==> src/rtl/data_memory_responder.sv <==
// data_memory_responder
// Word RAM serving the single-cycle core's loads and stores, plus a store log
// FIFO drained over valid/ready, a saturating store counter and a sticky
// done/fail checker so a run can report its own outcome.
module data_memory_responder #(
    parameter int unsigned DEPTH_WORDS = 64,
    parameter int unsigned LOG_DEPTH   = 8,
    parameter logic [31:0] DONE_ADDR   = 32'h0000_0064,
    parameter logic [31:0] DONE_VALUE  = 32'd7,
    parameter logic [31:0] IGNORE_ADDR = 32'h0000_0060
) (
    input  logic        clk,
    input  logic        reset,
    input  logic        MemWrite,
    input  logic [31:0] DataAdr,
    input  logic [31:0] WriteData,
    output logic [31:0] ReadData,
    output logic        log_valid,
    input  logic        log_ready,
    output logic [31:0] log_addr,
    output logic [31:0] log_data,
    output logic [15:0] store_count,
    output logic        done,
    output logic        fail,
    output logic        overflow
);

    localparam int unsigned AW          = $clog2(DEPTH_WORDS);
    localparam int unsigned LPW         = $clog2(LOG_DEPTH);
    localparam int unsigned CW          = LPW + 1;
    localparam logic [31:0] RANGE_BYTES = 32'(4 * DEPTH_WORDS);
    localparam logic [15:0] COUNT_MAX   = 16'hFFFF;

    typedef struct packed {
        logic [31:0] addr;
        logic [31:0] data;
    } log_entry_t;

    // Storage
    logic [31:0] r_mem     [DEPTH_WORDS];
    log_entry_t  r_log_mem [LOG_DEPTH];

    // Log FIFO control
    logic [LPW-1:0] r_wr_ptr;
    logic [LPW-1:0] r_rd_ptr;
    logic [CW-1:0]  r_log_count;

    // Status registers
    logic [15:0] r_store_count;
    logic        r_done;
    logic        r_fail;
    logic        r_overflow;

    // Decoded request
    logic          w_store;
    logic          w_in_range;
    logic          w_aligned;
    logic [AW-1:0] w_index;
    logic          w_ram_we;

    // FIFO handshake
    logic w_log_empty;
    logic w_log_full;
    logic w_pop;
    logic w_push;
    logic w_drop;

    // Checker decode
    logic w_verdict_open;
    logic w_done_hit;
    logic w_fail_hit;

    // Address decode; a store during reset is treated as if it never happened
    always_comb begin
        w_store    = MemWrite & ~reset;
        w_in_range = (DataAdr < RANGE_BYTES);
        w_aligned  = (DataAdr[1:0] == 2'b00);
        w_index    = DataAdr[AW+1:2];
        w_ram_we   = w_store & w_in_range & w_aligned;
    end

    // Zero-latency load path; out-of-range reads return zero
    always_comb begin
        ReadData = '0;
        if (w_in_range) begin
            ReadData = r_mem[w_index];
        end
    end

    // RAM write port; contents deliberately survive reset
    always_ff @(posedge clk) begin
        if (w_ram_we) begin
            r_mem[w_index] <= WriteData;
        end
    end

    // FIFO handshake; a full log still accepts a store when the head leaves this cycle
    always_comb begin
        w_log_empty = (r_log_count == '0);
        w_log_full  = (r_log_count == CW'(LOG_DEPTH));
        w_pop       = ~w_log_empty & log_ready;
        w_push      = w_store & (~w_log_full | w_pop);
        w_drop      = w_store & w_log_full & ~w_pop;
    end

    // Log entry storage, written at the tail
    always_ff @(posedge clk) begin
        if (w_push) begin
            r_log_mem[r_wr_ptr] <= '{addr: DataAdr, data: WriteData};
        end
    end

    // Log pointers and occupancy; pointers wrap naturally at power-of-two depth
    always_ff @(posedge clk) begin
        if (reset) begin
            r_wr_ptr    <= '0;
            r_rd_ptr    <= '0;
            r_log_count <= '0;
        end else begin
            if (w_push) begin
                r_wr_ptr <= r_wr_ptr + LPW'(1);
            end
            if (w_pop) begin
                r_rd_ptr <= r_rd_ptr + LPW'(1);
            end
            case ({w_push, w_pop})
                2'b10:   r_log_count <= r_log_count + CW'(1);
                2'b01:   r_log_count <= r_log_count - CW'(1);
                default: r_log_count <= r_log_count;
            endcase
        end
    end

    // Sticky overflow when a store finds the log full with no pop to make room
    always_ff @(posedge clk) begin
        if (reset) begin
            r_overflow <= 1'b0;
        end else if (w_drop) begin
            r_overflow <= 1'b1;
        end
    end

    // Saturating count of accepted store cycles
    always_ff @(posedge clk) begin
        if (reset) begin
            r_store_count <= '0;
        end else if (w_store && (r_store_count != COUNT_MAX)) begin
            r_store_count <= r_store_count + 16'(1);
        end
    end

    // Verdict decode; the done address is aligned, so a misaligned store always fails
    always_comb begin
        w_verdict_open = ~r_done & ~r_fail;
        w_done_hit     = w_store & (DataAdr == DONE_ADDR) & (WriteData == DONE_VALUE);
        w_fail_hit     = w_store & ~w_done_hit & ((DataAdr != IGNORE_ADDR) | ~w_aligned);
    end

    // First verdict wins and freezes the checker
    always_ff @(posedge clk) begin
        if (reset) begin
            r_done <= 1'b0;
            r_fail <= 1'b0;
        end else if (w_verdict_open) begin
            if (w_done_hit) begin
                r_done <= 1'b1;
            end else if (w_fail_hit) begin
                r_fail <= 1'b1;
            end
        end
    end

    // Head-of-log presentation; payload forced to zero when empty
    always_comb begin
        log_valid = ~w_log_empty;
        log_addr  = '0;
        log_data  = '0;
        if (!w_log_empty) begin
            log_addr = r_log_mem[r_rd_ptr].addr;
            log_data = r_log_mem[r_rd_ptr].data;
        end
    end

    // Status outputs straight from their registers
    always_comb begin
        store_count = r_store_count;
        done        = r_done;
        fail        = r_fail;
        overflow    = r_overflow;
    end

endmodule

==> config.mk <==
export PLATFORM = sky130hd
export DESIGN_NAME = data_memory_responder
export DESIGN_NICKNAME = d
export VERILOG_FILES = /design/src/rtl/data_memory_responder.sv
export SDC_FILE = /design/constraint.sdc
export NUM_CORES = 2
export LEC_CHECK = 0
export ABC_AREA = 1
export BUFFER_PORTS_ARGS = -buffer_cell sky130_fd_sc_hd__buf_4
export CORE_UTILIZATION = 45
export DETAILED_ROUTE_END_ITERATION = 6
export GPL_ROUTABILITY_DRIVEN = 0
export PLACE_DENSITY = 0.63
export SETUP_SLACK_MARGIN = 0.02
export SYNTH_ARGS = -nofsm -noshare
export SYNTH_HDL_FRONTEND = slang
export SYNTH_SLANG_ARGS = --single-unit
export TNS_END_PERCENT = 100
==> constraint.sdc <==
create_clock -name clk -period 5.35 [get_ports clk]
set_input_delay 1.605 -clock clk [delete_from_list [all_inputs] [get_ports clk]]
set_output_delay 1.605 -clock clk [all_outputs]
set_load 0.005 [all_outputs]
==> qor.yml <==
route:
  wl_per_cell_um: 26.4
  num_vias: 70100
  drt_iter0_drc: 9126
  drt-total-wl_um: 318000
  drc: 0
  firstDrtPassIters: 6
  vias_per_cell: 5.81
  antenna_left: 0
status:
  status: "finished, final reports clean"
synth:
  yosysWarnings: 0
  yosys.area.top_type_share_pct: 74.6
  synth.net_count: 8398
  synth_largest_area_cell: "edfxtp_1"
  ys_ff_latch: 2592
  synthTopCellsByArea: "edfxtp_1, nor2_1, nand2_1"
  ys_types: 34
  yosysSeqAreaShare_pct: 75.3
  netlist_instances: 8323
  syn_area_um2: 103000
  syn_avg_cell_area_um2: 12.4
finish:
  utilization_pct: 53.9
  final_common_cell: "edfxtp_1"
  nets: 8938
  fillers: 18400
  areaGrowthSynthToFinish_pct: 19.0
  layout-drive-gt1-share_pct: 14.9
  final_cell_mix: "edfxtp_1, nand2_1, nor2_1"
timing:
  max_freq_mhz: 188
  maxSlewViolCount: 0
  relSlewSlack_pct: 32.6
  hold_viol: 0
  rsz0062_at_grt: "true"
  max_slew.worst_pin.slew_ps: 1010
  setup_viol: 0
  fin_setup_tns_ps: 0
  period_share_pct: 99.6
  skew_ps: 47.4
  period_minus_slack_ps: 5330
power_and_ir_drop:
  pwr_density_cell_nw_per_um2: 380
  seq_power_share_pct: 48.4
  p_switching_w: 0.0117
  switching_share_pct: 25.1
  p_comb_share_pct: 12.7
  ir_drop_mv: 0.433
  p_leak_nw: 42.7
  p_clk_share_pct: 39.0
  p_int_w: 0.0349
setup_path:
  crit_family: "simple AND/OR/NAND/NOR gates"
  r2r_slack_ps: 2410
  slowest_stage: "buf_16"
  cp.arrival_ps: 3720
  crit_path_cell_trace: "buf_12 > inv_12 > buf_16 > buf_16 > nand2_1 > nand3_1 > o211ai_1 > nand3_1 > nand2_1 > nor2_4 > nand2_1 > nor2_1 > buf_4 > buf_4"
  cp_common_cell: "nand2_1"
  critical_path_class: "input pin to output port"
  slowest_delay_ps: 230
  required_ps: 3740
  start_kind: "input pin"
  cp_num_buf_inv: 6
  path_max_fanout: 34
  endpoint_kind: "output port"
global_route:
  grt_util_all_layers_pct: 26.8
  grt_first_pass_wirelength_um: 453000
  grt_max_degree: 125
  antenna_found_initial: 13
  grt.overflow.total: 0
  grt_pass1_vias: 66700
placement:
  dp_hpwl_um: 180000
  port_buffers: 183
clocking:
  cts-root-to-sink-buffers: 4
  htreeDepth: 5
  worstSkewPairLatency_ps: 960
  cts.sinks: 2592
  path_clk_slew_ps: 60
  cts_tree: "built"
  cts_inserted_buffers: 283
  cts-root-buf: "clkbuf_16"
floorplanning:
  ios: 184
  die_h_um: 480
  coreArea_um2: 227000
  start_util_pct: 45.3
  row_count: 175
  dieWidth_um: 480
  dieArea_um2: 231000
job:
  maxCapViolCount: 0
min_path:
  min_path_type: "flop to flop"
-- cell families (layout without fill, tap and decap cells) --
kind of cell | count (synthesis) | in the layout | synth area share [%]
and+or+nand+nor | 4210 | 4212 | 16.9
DFF | 2592 | 2592 | 75.3
AOI/OAI and AO/OA | 816 | 816 | 4.86
buffers and inverters | 691 | 1407 | 2.84
adders and majority gates | 7 | 7 | 0.0923
xor gates and xnor gates | 7 | 7 | 0.0595
other | 0 | 5 | 0
-- final cells by class --
class	count	area [um^2]	area share, %
diodes	5	12.5	0.0102
repair buffers	752	8610	7.02
well taps	3009	3760	3.07
flip-flops and latches	2592	77500	63.2
multi-input cells	5042	23600	19.2
clock inverters	117	905	0.738
clock buffers	346	7450	6.07
inverters	192	773	0.631
-- synthesized netlist by cell type (all sizes together) --
cell,n
o21ai,436
o22ai,10
clkbuf,209
xor2,3
nand3,999
o211ai,131
xnor2,4
a21oi,82
nor3b,2
clkinv,2
o21a,3
nor2,1540
dfxtp,32
inv,190
o32ai,128
nor4,2
ha,6
nand2,1525
edfxtp,2560
fa,1
nand3b,2
buf,290
o2111ai,25
or2,66
nor3,30
nand4,44
a211o,1
-- through the flow --
stage | area, um^2 | setup slack, ps | std cells | power (W) | hold slack (ps)
final | 123000 | 20.8 | 12100 | 0.0466 | 450
after global routing | 123000 | -9.07 | 12100 | 0.0480 | 483
after CTS | 122000 | -5.45 | 12000 | 0.0467 | 457
after detailed placement | 113000 | -369 | 11500 | 0.0287 | 450
after global placement | 113000 | -485 | 11500 | 0.0286 | 437
after floorplan | 103000 | 8.74 | 8323 | 0.0259 | 433
-- routing by layer --
layer  wire, um  track usage [%]
met3      33200             4.98
met4      12600             10.3
met1     126000             37.3
met5         31                0
met2     146000             41.9
-- power groups by stage --
stage          combinational [W]  sequential [W]  clock (W)
2_1_floorplan            0.00307          0.0229          0
3_3_place_gp             0.00563          0.0230          0
3_5_place_dp             0.00573          0.0230          0
4_1_cts                  0.00581          0.0226     0.0183
5_1_grt                  0.00640          0.0226     0.0191
6_report                 0.00591          0.0226     0.0182
-- registers in the layout, indices dropped and copies added, names as in the netlist, named ones only --
signal	flops
done	1
fail	1
overflow	1
r_log_count	4
r_log_mem	512
r_mem	2048
r_rd_ptr	3
r_wr_ptr	3
store_count	16
-- worst reg2reg max path, cell delays in order, from the launching register on --
cell      delay, ps
dfxtp_1         380
nor4_1           80
clkinv_2         40
buf_4           680
nand2_1         150
inv_1           210
ha_1            280
ha_1            300
a21oi_1         160
nand2_1          90
a21oi_1         130
o21ai_0         110
o21ai_0         170
a21oi_1          50
-- final timing paths --
kind	start	to	cells after the start
worst max-delay path	DataAdr[2]	ReadData[16]	14
worst min-delay path	r_rd_ptr[2]$_SDFFE_PP0N_	flop	2
worst max register to register	r_log_count[1]$_SDFFE_PP0P_	r_log_count[3]$_SDFFE_PP0P_	13
worst min register to register	r_rd_ptr[2]$_SDFFE_PP0N_	flop	2
-- repair_timing --
action | in CTS | in global routing
pin swaps | 7 | 13
hold buffers | 0 | 0
gates resized for setup | 85 | 78
gates cloned | 4 | 18
buffers inserted | 10 | 13
endpoints found under the setup margin | 32 | 31
Note: power is estimated with default switching activity, not from simulation.
